`src/rtl/mem_controller_if.sv`:
```
// mem_controller_pkg / mem_controller_if
//
// Purpose: shared CPU-side enumerations and the handshake bundle between
// the memory controller and the downstream serial-memory transaction engine.
//
// Interface signals (direction as seen from the controller, modport master):
//   addr_out    out  25   physical address (bit 24 = data space)
//   data_out    out  DW   write byte presented to the engine
//   start_read  out  1    one-cycle read-start pulse
//   start_write out  1    one-cycle write-start pulse
//   stall_txn   out  1    keep the open transaction alive between bytes
//   stop_txn    out  1    one-cycle transaction-end pulse
//   data_in     in   DW   read byte from the engine
//   data_req    in   1    engine has consumed data_out
//   data_ready  in   1    data_in is valid

package mem_controller_pkg;

    typedef enum logic [1:0] {
        ADDR_NOP     = 2'd0,
        ADDR_LOAD_LO = 2'd1,
        ADDR_LOAD_HI = 2'd2,
        ADDR_INC     = 2'd3
    } addr_register_op_e;

    typedef enum logic {
        ADDR_SEL_PC   = 1'b0,
        ADDR_SEL_DATA = 1'b1
    } addr_sel_e;

    // Encoding 3 is left unnamed and is decoded as a no-op.
    typedef enum logic [1:0] {
        MEM_NOP   = 2'd0,
        MEM_READ  = 2'd1,
        MEM_WRITE = 2'd2
    } mem_op_e;

endpackage

interface mem_controller_if #(
    parameter int DATA_BUS_WIDTH = 8
);
    logic [24:0]               addr_out;
    logic [DATA_BUS_WIDTH-1:0] data_out;
    logic                      start_read;
    logic                      start_write;
    logic                      stall_txn;
    logic                      stop_txn;
    logic [DATA_BUS_WIDTH-1:0] data_in;
    logic                      data_req;
    logic                      data_ready;

    modport master (
        output addr_out, data_out, start_read, start_write, stall_txn, stop_txn,
        input  data_in, data_req, data_ready
    );

    modport slave (
        input  addr_out, data_out, start_read, start_write, stall_txn, stop_txn,
        output data_in, data_req, data_ready
    );
endinterface

```
`src/rtl/mem_controller.sv`:
```
// mem_controller
//
// Purpose: CPU-side memory controller. Keeps a program-address and a
// data-address register, drives a 25-bit physical address and sequences
// single-byte read/write transactions to a serial-memory engine.
//
// Ports:
//   clock        in   1    system clock, rising edge
//   reset        in   1    asynchronous, active-low reset
//   addr_reg_op  in   2    NOP / LOAD_LO / LOAD_HI / INC on the selected register
//   addr_sel     in   1    PC (0) or DATA (1) register select
//   op           in   2    NOP / READ / WRITE (3 = NOP)
//   bus_data_in  in   DW   address byte load value, write data
//   bus_data_out out  DW   last read byte
//   op_done_out  out  1    one-cycle completion pulse
//   eng          mem_controller_if.master  engine handshake bundle
//
// Build option: define MEM_CTRL_BURST_EN to keep a transaction open
// (stall_txn) across sequential same-type, same-register accesses.
// Without it stall_txn is tied low and each access is its own start/stop.
//
// Parameter constraint: DATA_BUS_WIDTH <= ADDRESS_WIDTH <= 2*DATA_BUS_WIDTH,
// ADDRESS_WIDTH <= 24.
//
// state    | meaning
// ---------+--------------------------------------------------------------
// IDLE     | no open transaction, waiting for a CPU op
// RD_WAIT  | read started, waiting for data_ready
// WR_WAIT  | write started, waiting for data_req
// ACK      | byte done, waiting for the CPU to drop op to NOP
// HOLD     | (burst build) transaction held open by stall_txn

module mem_controller
    import mem_controller_pkg::*;
#(
    parameter int DATA_BUS_WIDTH = 8,
    parameter int ADDRESS_WIDTH  = 16
) (
    input  logic                      clock,
    input  logic                      reset,
    input  addr_register_op_e         addr_reg_op,
    input  addr_sel_e                 addr_sel,
    input  mem_op_e                   op,
    input  logic [DATA_BUS_WIDTH-1:0] bus_data_in,
    output logic [DATA_BUS_WIDTH-1:0] bus_data_out,
    output logic                      op_done_out,
    mem_controller_if.master          eng
);

    localparam int DW = DATA_BUS_WIDTH;
    localparam int AW = ADDRESS_WIDTH;
    localparam logic [AW-1:0] ADDR_ONE = 1;

    typedef enum logic [2:0] {
        ST_IDLE    = 3'd0,
        ST_RD_WAIT = 3'd1,
        ST_WR_WAIT = 3'd2,
        ST_ACK     = 3'd3,
        ST_HOLD    = 3'd4
    } state_e;

    state_e          state_q, state_d;
    logic [AW-1:0]   pc_q, pc_d, dp_q, dp_d;
    logic [AW-1:0]   sel_reg;
    logic [24:0]     addr_full;
    logic            start_rd_q, start_rd_d;
    logic            start_wr_q, start_wr_d;
    logic            stop_q, stop_d;
    logic            done_q, done_d;
    logic [DW-1:0]   wdata_q, wdata_d;
    logic [DW-1:0]   rdata_q, rdata_d;
    logic            is_read, is_write;
`ifdef MEM_CTRL_BURST_EN
    logic            stall_q, stall_d;
    mem_op_e         last_op_q, last_op_d;
    addr_sel_e       last_sel_q, last_sel_d;
    logic [AW-1:0]   last_addr_q, last_addr_d;
    logic            load_on_burst_reg;
    logic            burst_continue;
`endif

    // LOAD_HI is built in a 2*DW window so the high slice is well defined
    // for any AW between DW and 2*DW.
    function automatic logic [AW-1:0] addr_update(
        input logic [AW-1:0]   cur,
        input addr_register_op_e o,
        input logic [DW-1:0]   b
    );
        logic [AW-1:0]   r;
        logic [2*DW-1:0] wide;
        r    = cur;
        wide = {b, cur[DW-1:0]};
        case (o)
            ADDR_LOAD_LO: r[DW-1:0] = b;
            ADDR_LOAD_HI: r = wide[AW-1:0];
            ADDR_INC:     r = cur + ADDR_ONE;
            default:      r = cur;
        endcase
        return r;
    endfunction

    always_comb begin
        pc_d = pc_q;
        dp_d = dp_q;
        if (addr_sel == ADDR_SEL_PC) pc_d = addr_update(pc_q, addr_reg_op, bus_data_in);
        else                         dp_d = addr_update(dp_q, addr_reg_op, bus_data_in);
    end

    assign sel_reg = (addr_sel == ADDR_SEL_DATA) ? dp_q : pc_q;

    // Gated by reset so the bus reads all-zero while reset is held,
    // regardless of addr_sel.
    always_comb begin
        addr_full            = '0;
        addr_full[AW-1:0]    = sel_reg;
        addr_full[24]        = (addr_sel == ADDR_SEL_DATA);
        eng.addr_out         = reset ? addr_full : 25'd0;
    end

    assign is_read  = (op == MEM_READ);
    assign is_write = (op == MEM_WRITE);

`ifdef MEM_CTRL_BURST_EN
    assign load_on_burst_reg = ((addr_reg_op == ADDR_LOAD_LO) || (addr_reg_op == ADDR_LOAD_HI))
                               && (addr_sel == last_sel_q);
    assign burst_continue    = (op == last_op_q) && (addr_sel == last_sel_q)
                               && (sel_reg == last_addr_q + ADDR_ONE);
`endif

    always_comb begin
        state_d    = state_q;
        start_rd_d = 1'b0;
        start_wr_d = 1'b0;
        stop_d     = 1'b0;
        done_d     = 1'b0;
        wdata_d    = wdata_q;
        rdata_d    = rdata_q;
`ifdef MEM_CTRL_BURST_EN
        stall_d     = stall_q;
        last_op_d   = last_op_q;
        last_sel_d  = last_sel_q;
        last_addr_d = last_addr_q;
`endif
        case (state_q)
            ST_IDLE: begin
                if (is_read || is_write) begin
`ifdef MEM_CTRL_BURST_EN
                    last_op_d   = op;
                    last_sel_d  = addr_sel;
                    last_addr_d = sel_reg;
`endif
                    if (is_read) begin
                        start_rd_d = 1'b1;
                        state_d    = ST_RD_WAIT;
                    end else begin
                        wdata_d    = bus_data_in;
                        start_wr_d = 1'b1;
                        state_d    = ST_WR_WAIT;
                    end
                end
            end
            ST_RD_WAIT: begin
                // data_req is deliberately ignored here
                if (eng.data_ready) begin
                    rdata_d = eng.data_in;
                    done_d  = 1'b1;
`ifdef MEM_CTRL_BURST_EN
                    stall_d = 1'b1;
`else
                    stop_d  = 1'b1;
`endif
                    state_d = ST_ACK;
                end
            end
            ST_WR_WAIT: begin
                if (eng.data_req) begin
                    done_d  = 1'b1;
`ifdef MEM_CTRL_BURST_EN
                    stall_d = 1'b1;
`else
                    stop_d  = 1'b1;
`endif
                    state_d = ST_ACK;
                end
            end
            ST_ACK: begin
                // Level-held op must drop to NOP before the next access.
                if (!is_read && !is_write) begin
`ifdef MEM_CTRL_BURST_EN
                    state_d = ST_HOLD;
`else
                    state_d = ST_IDLE;
`endif
                end
            end
`ifdef MEM_CTRL_BURST_EN
            ST_HOLD: begin
                if (load_on_burst_reg) begin
                    stop_d  = 1'b1;
                    stall_d = 1'b0;
                    state_d = ST_IDLE;
                end else if (is_read || is_write) begin
                    stall_d = 1'b0;
                    if (burst_continue) begin
                        last_addr_d = sel_reg;
                        if (is_write) begin
                            wdata_d = bus_data_in;
                            state_d = ST_WR_WAIT;
                        end else begin
                            state_d = ST_RD_WAIT;
                        end
                    end else begin
                        // Close the burst; IDLE issues a fresh start next cycle.
                        stop_d  = 1'b1;
                        state_d = ST_IDLE;
                    end
                end
            end
`endif
            default: state_d = ST_IDLE;
        endcase
    end

    always_ff @(posedge clock or negedge reset) begin
        if (!reset) begin
            state_q    <= ST_IDLE;
            pc_q       <= '0;
            dp_q       <= '0;
            start_rd_q <= 1'b0;
            start_wr_q <= 1'b0;
            stop_q     <= 1'b0;
            done_q     <= 1'b0;
            wdata_q    <= '0;
            rdata_q    <= '0;
`ifdef MEM_CTRL_BURST_EN
            stall_q     <= 1'b0;
            last_op_q   <= MEM_NOP;
            last_sel_q  <= ADDR_SEL_PC;
            last_addr_q <= '0;
`endif
        end else begin
            state_q    <= state_d;
            pc_q       <= pc_d;
            dp_q       <= dp_d;
            start_rd_q <= start_rd_d;
            start_wr_q <= start_wr_d;
            stop_q     <= stop_d;
            done_q     <= done_d;
            wdata_q    <= wdata_d;
            rdata_q    <= rdata_d;
`ifdef MEM_CTRL_BURST_EN
            stall_q     <= stall_d;
            last_op_q   <= last_op_d;
            last_sel_q  <= last_sel_d;
            last_addr_q <= last_addr_d;
`endif
        end
    end

    assign eng.start_read  = start_rd_q;
    assign eng.start_write = start_wr_q;
    assign eng.stop_txn    = stop_q;
    assign eng.data_out    = wdata_q;
    assign bus_data_out    = rdata_q;
    assign op_done_out     = done_q;
`ifdef MEM_CTRL_BURST_EN
    assign eng.stall_txn   = stall_q;
`else
    assign eng.stall_txn   = 1'b0;
`endif

endmodule

```
`src/flat_wrapper.sv`:
```
// flat-port wrapper written by rule: the top's interface ports become plain ports
module mem_controller_flat import mem_controller_pkg::*;
#(
    parameter int DATA_BUS_WIDTH = 8,
    parameter int ADDRESS_WIDTH  = 16
)
  (clock, reset, addr_reg_op, addr_sel, op, bus_data_in, bus_data_out, op_done_out, eng_addr_out, eng_data_out, eng_start_read, eng_start_write, eng_stall_txn, eng_stop_txn, eng_data_in, eng_data_req, eng_data_ready);
  mem_controller_if #(.DATA_BUS_WIDTH(DATA_BUS_WIDTH)) eng_i ();
  input  logic clock;
  input  logic reset;
  input  addr_register_op_e addr_reg_op;
  input  addr_sel_e addr_sel;
  input  mem_op_e op;
  input  logic [DATA_BUS_WIDTH-1:0] bus_data_in;
  output logic [DATA_BUS_WIDTH-1:0] bus_data_out;
  output logic op_done_out;
  output wire logic [$bits(eng_i.addr_out)-1:0] eng_addr_out;
  output wire logic [$bits(eng_i.data_out)-1:0] eng_data_out;
  output wire logic [$bits(eng_i.start_read)-1:0] eng_start_read;
  output wire logic [$bits(eng_i.start_write)-1:0] eng_start_write;
  output wire logic [$bits(eng_i.stall_txn)-1:0] eng_stall_txn;
  output wire logic [$bits(eng_i.stop_txn)-1:0] eng_stop_txn;
  input wire logic [$bits(eng_i.data_in)-1:0] eng_data_in;
  input wire logic [$bits(eng_i.data_req)-1:0] eng_data_req;
  input wire logic [$bits(eng_i.data_ready)-1:0] eng_data_ready;
  assign eng_addr_out = eng_i.addr_out;
  assign eng_data_out = eng_i.data_out;
  assign eng_start_read = eng_i.start_read;
  assign eng_start_write = eng_i.start_write;
  assign eng_stall_txn = eng_i.stall_txn;
  assign eng_stop_txn = eng_i.stop_txn;
  assign eng_i.data_in = eng_data_in;
  assign eng_i.data_req = eng_data_req;
  assign eng_i.data_ready = eng_data_ready;
  mem_controller #(.DATA_BUS_WIDTH(DATA_BUS_WIDTH), .ADDRESS_WIDTH(ADDRESS_WIDTH)) u_core (.clock(clock), .reset(reset), .addr_reg_op(addr_reg_op), .addr_sel(addr_sel), .op(op), .bus_data_in(bus_data_in), .bus_data_out(bus_data_out), .op_done_out(op_done_out), .eng(eng_i));
endmodule
```
`config.mk`:
```
export PLATFORM = sky130hd
export DESIGN_NAME = mem_controller_flat
export DESIGN_NICKNAME = d
export VERILOG_FILES = /design/src/rtl/mem_controller_if.sv /design/src/rtl/mem_controller.sv /design/src/flat_wrapper.sv
export SDC_FILE = /design/constraint.sdc
export NUM_CORES = 1
export LEC_CHECK = 0
export ABC_CLOCK_PERIOD_IN_PS = 3600
export CORE_MARGIN = 5
export CORE_UTILIZATION = 55
export CTS_BUF_LIST = sky130_fd_sc_hd__clkbuf_16
export CTS_CLUSTER_DIAMETER = 40
export DETAILED_ROUTE_END_ITERATION = 6
export PLACE_DENSITY = 0.86
export SYNTH_ARGS = -nofsm -noshare
export SYNTH_HDL_FRONTEND = slang
export SYNTH_SLANG_ARGS = --single-unit
```
`constraint.sdc`:
```
create_clock -name clock -period 3.6 [get_ports clock]
set_input_delay 0.54 -clock clock [delete_from_list [all_inputs] [get_ports clock]]
set_output_delay 0.54 -clock clock [all_outputs]
set_load 0.01 [all_outputs]
```
==> results.py, run 1 <==
metrics = {
    "run_status": {
        "status": "complete, no violations",
    },
    "synth": {
        "yosys_register_bits": 53,
        "synthAdderAreaFrac_pct": 3.44,
        "synthFlopType": "dfrtp_1",
        "yosysTopAreaCell": "dfrtp_1",
        "synthTopCellsByArea": "dfrtp_1 40%, mux2i_1 6.1%, a21oi_1 5.7%, mux2_2 5.5%, ha_1 3.4%",
        "syn_inst": 349,
        "synth_top_area_share_pct": 40.5,
        "syn_area_per_cell_sq_um": 9.39,
        "ys_types": 45,
        "synth-xor-area-share_pct": 0,
        "syn_area_sq_um": 3280,
        "synth_compound_area_share_pct": 19.6,
        "synthMuxAreaShare_pct": 11.6,
        "synth_edf_count": 0,
        "ys_async_sr_fraction_pct": 100,
        "synth_top_family_by_area": "compound AO/OA/AOI/OAI gates",
        "synth-simple-area-share_pct": 18.0,
        "yosysWarnings": 0,
        "ys_seq_area_share_pct": 40.5,
    },
    "floorplan": {
        "die_w_um": 87.2,
        "num_rows": 28,
        "fp.dieArea_sq_um": 7600,
        "io_pins": 71,
        "core_sq_um": 5850,
        "die_h_um": 87.2,
        "start_util_pct": 56.0,
    },
    "clock_tree": {
        "cts-htree-levels": 2,
        "path_clk_slew_ns": 0.07,
        "cts_root_buffer": "clkbuf_16",
        "cts_tree": "built",
        "insertion_delay_ns": 0.30,
        "cts_num_sinks": 53,
        "cts_resized": 0,
        "clock_path_buffers": 2,
        "post-cts-setup-buffers": 0,
        "hold_buffers": 0,
        "numCtsBuffers": 5,
    },
    "final_layout": {
        "area_delta_synth_final_pct": 24.0,
        "nets": 434,
        "drive_gt1_share_pct": 9.23,
        "n_antenna_cell": 0,
        "instances_no_fill": 476,
    },
    "grt": {
        "met3_usage_pct": 8.33,
        "grt_max_degree": 40,
        "grt_pass1_wl_um": 14100,
        "met2_usage_pct": 39.5,
        "grt-ovfl-total": 0,
        "grt_usage_pct": 23.6,
        "met1_usage_pct": 26.7,
        "antenna_found_initial": 0,
        "grt_pass1_vias": 2999,
        "grt-busiest-layer": "met2",
    },
    "timing": {
        "slew_viol_final": 0,
        "skew_ns": 0.00724,
        "period_share_pct": 74.6,
        "final.setup.worst_slack_ns": 0.914,
        "period_minus_slack_ns": 2.69,
        "rsz0062_at_grt": "false",
        "finalSetupViolations": 0,
        "slew_headroom_pct": 55.7,
        "tightest_slew_ns": 0.664,
        "hold_viol": 0,
        "fin_tns_setup_ns": 0,
        "timing.fmax_mhz": 372,
    },
    "worst_setup_path": {
        "worstSetupEndpointType": "output pin",
        "critical_path_class": "in2out",
        "start_kind": "input port",
        "arrival_ns": 2.15,
        "crit_required_ns": 3.06,
        "crit_path_max_fanout": 24,
    },
    "placement": {
        "place_congestion": 0.883,
        "port_buffers": 61,
        "pre_cts_ws_ns": 0.905,
        "dpl.cell_count": 468,
        "post-dp-hpwl_um": 6350,
    },
    "drt": {
        "drc": 0,
        "via_per_inst": 6.32,
        "firstDrtPassIters": 6,
        "antenna_left": 0,
        "drtIter0Drc": 262,
        "wl_um": 8790,
        "via_count": 3009,
        "avgRoutedWirePerCell_um": 18.5,
    },
    "job": {
        "maxCapViolations": 0,
    },
    "power": {
        "irDropWorstVdd_mv": 0.462,
        "power_leakage_nw": 1.68,
        "powerDensity_nw_per_um2": 591,
    },
    "hold_path": {
        "min_path_type": "in2async",
    },
}
[flip-flops by register name, indices dropped and copies added, names as in the netlist]
register / count
u_core.bus_data_out: 8
u_core.pc_q: 16
u_core.state_q: 2
u_core.eng.start_write: 1
u_core.eng.stop_txn: 1
u_core.eng.data_out: 8
u_core.dp_q: 16
u_core.eng.start_read: 1
[cell usage after synthesis (7+ instances only)]
library cell  number
dfrtp_1           53
o22a_1            10
inv_1             14
o22ai_1            8
a31oi_1            7
buf_4             11
nand3_1           14
mux2i_1           20
a21oi_1           37
nor2b_1           18
clkbuf_1          15
ha_1               9
nand2_1           21
o21ai_0           10
mux2_2            16
nor2_1            12
nand4_1           10
[critical path, stage by stage]
cell             delay (ns)
clkdlybuf4s50_1        0.46
buf_4                  0.32
mux2i_1                0.14
nor2b_1                0.13
clkdlybuf4s50_1        0.55
[placed cells by master, fill, tap and decap left out, types with 2 or more instances in the layout]
cell type and count:
clkdlybuf4s50_1 60, dfrtp_1 53, a21oi_1 37, nand2_1 21, mux2i_1 20, nor2b_1 18
mux2_2 16, inv_1 14, nand3_1 14, nor2_1 12, o21ai_0 10, nand4_1 10
o22a_1 10, ha_1 9, conb_1 9, o22ai_1 8, a31oi_1 7, buf_4 7
a2bb2oi_1 6, and2_1 5, o41ai_1 5, clkbuf_16 5, and3_1 4, o211ai_1 4
nor4_1 3, and4_1 3, o31ai_1 3, nand2b_1 2, o2bb2ai_1 2, a41oi_1 2
or4_1 2, or3_1 2, nor3b_1 2, inv_6 2
[cell families after synthesis]
group / count (synthesis)
adder cells (fa/ha/maj): 9
AND/OR/NAND/NOR: 105
multiplexers: 36
AO/OA/AOI/OAI: 99
other: 1
flip-flops: 53
buffers and inverters: 46
[where the power goes]
group | total [mW] | internal (mW) | switching (mW)
clock network | 0.558 | 0.333 | 0.225
registers | 0.945 | 0.772 | 0.173
logic | 0.898 | 0.486 | 0.411
total | 2.40 | 1.59 | 0.809
[per-stage QoR]
step	utilization, %	instance area, sq um	power (mW)	hold slack, ns
2_1_floorplan	-	3310	1.41	0.244
3_3_place_gp	66.5	3890	1.80	0.487
3_5_place_dp	66.5	3890	1.85	0.495
4_1_cts	69.4	4060	2.41	0.285
5_1_grt	69.4	4060	2.53	0.331
6_report	69.4	4060	2.40	0.273
[metal layers]
metal | routed length (um) | share of wire [%]
met1 | 3140 | 36
met2 | 4180 | 48
met3 | 1120 | 13
met4 | 348 | 4.0
met5 | 0 | 0
[final cells by class]
cell class	count	area, sq um
Multi-Input combinational cell	258	1760
Timing Repair Buffer	68	658
Clock inverter	3	47.5
Clock buffer	5	125
Sequential cell	53	1330
Tap cell	75	93.8
Fill cell	478	1790
Inverter	14	52.6
[path summary, 6_finish.rpt]
check                                                        start                            endpoint  slack, ns  cells past startpoint
worst max-delay path                                      addr_sel                     eng_addr_out[6]       0.91                      5
worst min-delay path                                         reset          u_core.dp_q[8]$_DFFE_PN0P_       0.27                      1
worst max register to register          u_core.dp_q[0]$_DFFE_PN0P_         u_core.dp_q[14]$_DFFE_PN0P_       1.89                      5
worst min register to register  u_core.bus_data_out[5]$_DFFE_PN0P_  u_core.bus_data_out[5]$_DFFE_PN0P_       0.51                      1
max in group asynchronous                                    reset  u_core.bus_data_out[1]$_DFFE_PN0P_       2.55                      2
min in group clock              u_core.bus_data_out[5]$_DFFE_PN0P_  u_core.bus_data_out[5]$_DFFE_PN0P_       0.51                      1
Power figures use the tool's default switching activity.
==> run 2, diff against run 1 <==
--- a/config.mk
+++ b/config.mk
@@ -5,13 +5,13 @@
 export SDC_FILE = /design/constraint.sdc
 export NUM_CORES = 1
 export LEC_CHECK = 0
-export ABC_CLOCK_PERIOD_IN_PS = 3600
+export ABC_CLOCK_PERIOD_IN_PS = 2400
 export CORE_MARGIN = 5
-export CORE_UTILIZATION = 55
+export CORE_UTILIZATION = 46
 export CTS_BUF_LIST = sky130_fd_sc_hd__clkbuf_16
 export CTS_CLUSTER_DIAMETER = 40
 export DETAILED_ROUTE_END_ITERATION = 6
-export PLACE_DENSITY = 0.86
+export PLACE_DENSITY = 0.76
 export SYNTH_ARGS = -nofsm -noshare
 export SYNTH_HDL_FRONTEND = slang
 export SYNTH_SLANG_ARGS = --single-unit
==> constraint.sdc (replaced) <==
create_clock -name clock -period 2.4 [get_ports clock]
set_input_delay 0.36 -clock clock [delete_from_list [all_inputs] [get_ports clock]]
set_output_delay 0.36 -clock clock [all_outputs]
set_load 0.01 [all_outputs]
==> run 2 against run 1 <==
Net effect: count of clock-buffer cells in the layout unchanged; clock power increased by 24%; critical path depth unchanged; non-clock buffer count increased by 4; routed wire length decreased by 2.3%; core utilization decreased by 9.8 points; worst setup slack got worse by 0.76 ns; final cell count increased by 5.3%; largest cell class unchanged; highest routed layer unchanged.
==> results.py, run 2 (synthesis results as in run 1) <==
metrics = {
    "placement": {
        "place_area_sq_um": 3960,
        "pre_cts_ws_ns": 0.161,
        "dpl.cell_count": 493,
        "port_buffers": 61,
        "place_congestion": 0.913,
        "post-dp-hpwl_um": 6350,
    },
    "power": {
        "powerDensity_nw_per_um2": 838,
        "power_leakage_nw": 1.69,
        "irDropWorstVdd_mv": 0.575,
        "total_power_mw": 3.44,
    },
    "grt": {
        "grt_max_degree": 31,
        "grt_pass1_wl_um": 14100,
        "met2_usage_pct": 31.0,
        "met3_usage_pct": 5.98,
        "grt-ovfl-total": 0,
        "antenna_found_initial": 0,
        "grt_pass1_vias": 2824,
        "grt-busiest-layer": "met2",
        "met1_usage_pct": 26.9,
        "grt_usage_pct": 20.0,
    },
    "floorplan": {
        "num_rows": 30,
        "fp.dieArea_sq_um": 8910,
        "start_util_pct": 47.7,
        "io_pins": 71,
        "die_w_um": 94.4,
        "core_sq_um": 6870,
        "die_h_um": 94.4,
    },
    "worst_setup_path": {
        "worstSetupEndpointType": "output pin",
        "r2r_slack_ns": 0.72,
        "arrival_ns": 1.89,
        "start_kind": "input port",
        "crit_path_max_fanout": 24,
        "reg2reg_from": "u_core.dp_q[2]$_DFFE_PN0P_",
        "timing.rr.end": "u_core.dp_q[13]$_DFFE_PN0P_",
        "reg2regPathDepth": 4,
        "crit_required_ns": 2.04,
        "critical_path_class": "in2out",
    },
    "final_layout": {
        "reg_top3": "u_core.dp_q (16), u_core.pc_q (16)",
        "final_common_cell": "clkdlybuf4s50_1",
        "final_cell_mix": "60 x clkdlybuf4s50_1, 53 x dfrtp_1, 37 x a21oi_1, 21 x nand2_1, 20 x mux2i_1",
        "instances_no_fill": 501,
        "nets": 438,
        "n_antenna_cell": 0,
        "fillers": 588,
        "final_util_pct": 59.7,
        "area_delta_synth_final_pct": 25.1,
        "drive_gt1_share_pct": 9.63,
        "final_area_sq_um": 4100,
    },
    "clock_tree": {
        "clock_path_buffers": 2,
        "insertion_delay_ns": 0.29,
        "cts_num_sinks": 53,
        "numCtsBuffers": 5,
        "cts-htree-levels": 2,
        "hold_buffers": 0,
        "post-cts-setup-buffers": 0,
        "cts_resized": 0,
        "cts_tree": "built",
        "path_clk_slew_ns": 0.07,
        "cts_root_buffer": "clkbuf_16",
    },
    "drt": {
        "drtIter0Drc": 298,
        "via_per_inst": 5.82,
        "wl_um": 8580,
        "avgRoutedWirePerCell_um": 17.1,
        "antenna_left": 0,
        "via_count": 2916,
        "drc": 0,
        "firstDrtPassIters": 6,
    },
    "timing": {
        "rsz0062_at_grt": "false",
        "hold_slack_ns": 0.0158,
        "slew_viol_final": 0,
        "fin_tns_setup_ns": 0,
        "period_minus_slack_ns": 2.25,
        "finalSetupViolations": 0,
        "timing.fmax_mhz": 445,
        "final.setup.worst_slack_ns": 0.151,
        "hold_viol": 0,
        "skew_ns": 0.00519,
        "period_share_pct": 93.7,
    },
    "hold_path": {
        "min_path_type": "in2async",
    },
    "job": {
        "maxCapViolations": 0,
    },
    "run_status": {
        "status": "complete, no violations",
    },
}
-- run 2: report_power, final --
part / leakage, nW / switching (mW) / internal, mW / total [mW]
Sequential: 0.613 / 0.252 / 1.16 / 1.41
Combinational: 1.00 / 0.598 / 0.736 / 1.33
Clock: 0.0724 / 0.312 / 0.379 / 0.692
-- run 2: worst max-delay path by stage --
stage	startpoint	end	slack, ns	cells past startpoint
after global routing	addr_sel	eng_addr_out[5]	0.11	5
after global placement	addr_sel	eng_addr_out[11]	0.19	5
final	addr_sel	eng_addr_out[5]	0.15	5
after detailed placement	addr_sel	eng_addr_out[5]	0.16	5
after floorplan	addr_reg_op[1]	u_core.pc_q[15]$_DFFE_PN0P_	0.92	6
after CTS	addr_sel	eng_addr_out[5]	0.15	5
-- run 2: routing by layer --
layer | up-vias | wire (um)
li1 | 1383 | -
met1 | 1382 | 3650
met2 | 130 | 3890
met3 | 21 | 804
met4 | 0 | 234
met5 | - | 0
-- run 2: final cells by class --
cell class	count	area (sq um)	share of cell area, %
timing repair buffer	72	701	17.1
clock buffer	5	125	3.05
tap	96	120	2.93
clock inverter	3	15.0	0.366
sequential	53	1330	32.4
inverter	14	52.6	1.28
multi-input combinational	258	1760	42.9
-- run 2: worst max-delay path, stage by stage --
cell and delay, ns:
clkdlybuf4s50_1 0.51, buf_12 0.20, mux2i_1 0.10, nor2b_1 0.14, clkdlybuf4s50_1 0.56
==> run 3, diff against run 2 <==
--- a/config.mk
+++ b/config.mk
@@ -5,13 +5,16 @@
 export SDC_FILE = /design/constraint.sdc
 export NUM_CORES = 1
 export LEC_CHECK = 0
+export ABC_AREA = 1
 export ABC_CLOCK_PERIOD_IN_PS = 2400
 export CORE_MARGIN = 5
-export CORE_UTILIZATION = 46
+export CORE_UTILIZATION = 47
 export CTS_BUF_LIST = sky130_fd_sc_hd__clkbuf_16
 export CTS_CLUSTER_DIAMETER = 40
 export DETAILED_ROUTE_END_ITERATION = 6
-export PLACE_DENSITY = 0.76
+export GPL_ROUTABILITY_DRIVEN = 0
+export GPL_TIMING_DRIVEN = 0
+export PLACE_DENSITY = 0.77
 export SYNTH_ARGS = -nofsm -noshare
 export SYNTH_HDL_FRONTEND = slang
 export SYNTH_SLANG_ARGS = --single-unit
==> run 3 against run 2 <==
Net effect: routed wire length increased by 11%; synthesized cell count increased by 35%; via count increased by 15%; count of clock-buffer cells in the layout unchanged; cell area rose by 5.8%; sequential share of layout area is 1.8 points lower; die area is 1.8% higher; sequential cell count unchanged; critical path type unchanged; largest cell class unchanged; highest routed layer unchanged.
==> results.py, run 3 <==
metrics = {
    "worst_setup_path": {
        "slowest_delay_ns": 0.58,
        "cp_slowest_cell": "clkdlybuf4s50_1",
        "reg2reg_from": "u_core.pc_q[0]$_DFFE_PN0P_",
        "crit_path_max_fanout": 10,
        "critical_path_class": "in2out",
        "r2r_slack_ns": 0.85,
        "timing.rr.end": "u_core.pc_q[8]$_DFFE_PN0P_",
        "start_kind": "input port",
        "crit_path_cell_trace": "buf_2 > clkbuf_1 > o21ai_0 > a21oi_1 > clkdlybuf4s50_1",
        "reg2regPathDepth": 9,
        "worstSetupEndpointType": "output pin",
        "cp-startpoint": "addr_sel",
        "crit_required_ns": 2.04,
        "arrival_ns": 1.81,
        "cp-endpoint": "eng_addr_out[5]",
    },
    "final_layout": {
        "final_common_cell": "nand2_1",
        "n_antenna_cell": 0,
        "reg_top3": "u_core.dp_q (16), u_core.pc_q (16)",
        "drive_gt1_share_pct": 11.7,
        "instances_no_fill": 647,
        "nets": 581,
        "final_cell_mix": "84 x nand2_1, 70 x nor2_1, 67 x inv_1, 59 x clkdlybuf4s50_1, 53 x dfrtp_1",
        "area_delta_synth_final_pct": 26.9,
        "final_util_pct": 60.5,
    },
    "drt": {
        "via_per_inst": 5.20,
        "drc": 0,
        "avgRoutedWirePerCell_um": 14.8,
        "via_count": 3366,
        "antenna_left": 0,
        "firstDrtPassIters": 5,
        "wl_um": 9550,
        "drtIter0Drc": 267,
    },
    "timing": {
        "skew_ns": 0.00577,
        "timing.fmax_mhz": 460,
        "period_minus_slack_ns": 2.17,
        "hold_viol": 0,
        "final.setup.worst_slack_ns": 0.227,
        "tightest_slew_ns": 1.04,
        "slew_viol_final": 0,
        "hold_slack_ns": 0.0200,
        "finalSetupViolations": 0,
        "rsz0062_at_grt": "false",
        "period_share_pct": 90.5,
        "slew_headroom_pct": 30.5,
    },
    "clock_tree": {
        "cts-htree-levels": 2,
        "insertion_delay_ns": 0.29,
        "cts_root_buffer": "clkbuf_16",
        "cts_tree": "built",
        "cts_num_sinks": 53,
        "post-cts-setup-buffers": 0,
        "numCtsBuffers": 5,
        "clock_path_buffers": 2,
        "path_clk_slew_ns": 0.07,
    },
    "grt": {
        "grt-ovfl-total": 0,
        "grt_usage_pct": 22.5,
        "antenna_found_initial": 0,
        "grt_pass1_wl_um": 15800,
        "grt_pass1_vias": 3281,
        "grt_max_degree": 48,
    },
    "synth": {
        "syn_area_sq_um": 3420,
        "syn_inst": 471,
        "synthTopCellsByArea": "dfrtp_1 39%, nand2_1 9.2%, nor2_1 7.7%, inv_1 7.3%, o21ai_0 5.4%",
        "ys_types": 30,
        "synth_most_common_cell": "nand2_1",
        "synthFlopType": "dfrtp_1",
        "ys_async_sr_fraction_pct": 100,
        "ys_seq_area_share_pct": 38.8,
        "yosysWarnings": 0,
        "synth_top_area_share_pct": 38.8,
        "yosys_register_bits": 53,
        "syn_area_per_cell_sq_um": 7.25,
        "ys_top_cells_by_count": "84 x nand2_1, 70 x nor2_1, 66 x inv_1",
        "yosysTopAreaCell": "dfrtp_1",
        "synth_edf_count": 0,
    },
    "job": {
        "maxCapViolations": 0,
    },
    "floorplan": {
        "core_sq_um": 7180,
        "io_pins": 71,
        "fp.dieArea_sq_um": 9080,
        "die_w_um": 95.3,
        "die_h_um": 95.3,
        "num_rows": 31,
        "start_util_pct": 47.6,
    },
    "placement": {
        "post-dp-hpwl_um": 7410,
        "pre_cts_ws_ns": -0.343,
        "port_buffers": 60,
        "dpl.cell_count": 639,
    },
    "hold_path": {
        "min_path_type": "in2async",
    },
    "run_status": {
        "status": "complete, no violations",
    },
    "power": {
        "powerDensity_nw_per_um2": 790,
        "total_power_mw": 3.43,
        "irDropWorstVdd_mv": 0.394,
        "power_leakage_nw": 2.10,
    },
}
run 3: changes by cell type in the layout (fill, tap and decap cells not counted), moves of 18 or more:
cell	change
inv_1	+51
mux2i_1	-20
nand2_1	+63
nor2_1	+58
nor2b_1	-18
o21ai_0	+27
run 3: worst max-delay path: cells and delay by family:
kind                   cells  cell delay, ns
buffers and inverters      3            1.10
AOI/OAI and AO/OA          2            0.35
run 3: repair_timing:
action / CTS / global route
hold buffers: 1 / 0
hold endpoints to repair: 23 / 0
setup endpoints to repair: 12 / 0
resized for setup: 1 / 0
run 3: stage by stage:
stage	area (sq um)	TNS, ns
floorplan	3450	0
global placement	4170	-78.03
detailed placement	4190	-2.93
CTS	4340	0
global route	4340	0
finish	4340	0
run 3: final cells by class:
| type | instances | area, sq um |
|---|---|---|
| fill | 646 | 2840 |
| multi-input combinational | 335 | 1730 |
| sequential | 53 | 1330 |
| timing repair buffer | 62 | 628 |
| inverter | 71 | 267 |
| clock buffer | 5 | 125 |
| tap | 99 | 124 |
| buffer | 19 | 121 |
| clock inverter | 3 | 17.5 |
run 3: cell families (layout without fill, tap and decap cells):
kind of cell,after synthesis,after routing,synth area share (%)
multiplexers,8,8,2.64
other,1,9,0.110
AO/OA/AOI/OAI,99,99,16.1
adder cells (fa/ha/maj),9,9,3.30
buffers and inverters,91,160,11.5
flip-flops,53,53,38.8
XOR/XNOR,4,4,1.03
AND/OR/NAND/NOR,206,206,26.5
run 3: worst min path at each step:
stage / from / slack, ns / cells after the start / end
finish: reset / 0.02 / 2 / u_core.eng.data_out[4]$_DFFE_PN0P_
global route: reset / 0.05 / 2 / u_core.eng.data_out[4]$_DFFE_PN0P_
CTS: reset / 0.03 / 2 / u_core.eng.data_out[4]$_DFFE_PN0P_
detailed placement: reset / 0.38 / 1 / u_core.bus_data_out[6]$_DFFE_PN0P_
global placement: u_core.eng.data_out[4]$_DFFE_PN0P_ / 0.46 / 2 / u_core.eng.data_out[4]$_DFFE_PN0P_
floorplan: reset / 0.06 / 0 / u_core.bus_data_out[0]$_DFFE_PN0P_
run 3: layer usage:
metal,track usage (%),wire length [um]
met1,27.1,3770
met3,3.71,591
met4,10.3,359
met2,39.0,4820
met5,0,0
run 3: report_power, final:
part | internal [mW] | switching, mW | total, mW
sequential | 1.14 | 0.218 | 1.36
clock | 0.386 | 0.327 | 0.713
combinational | 0.671 | 0.683 | 1.35
total | 2.20 | 1.23 | 3.43
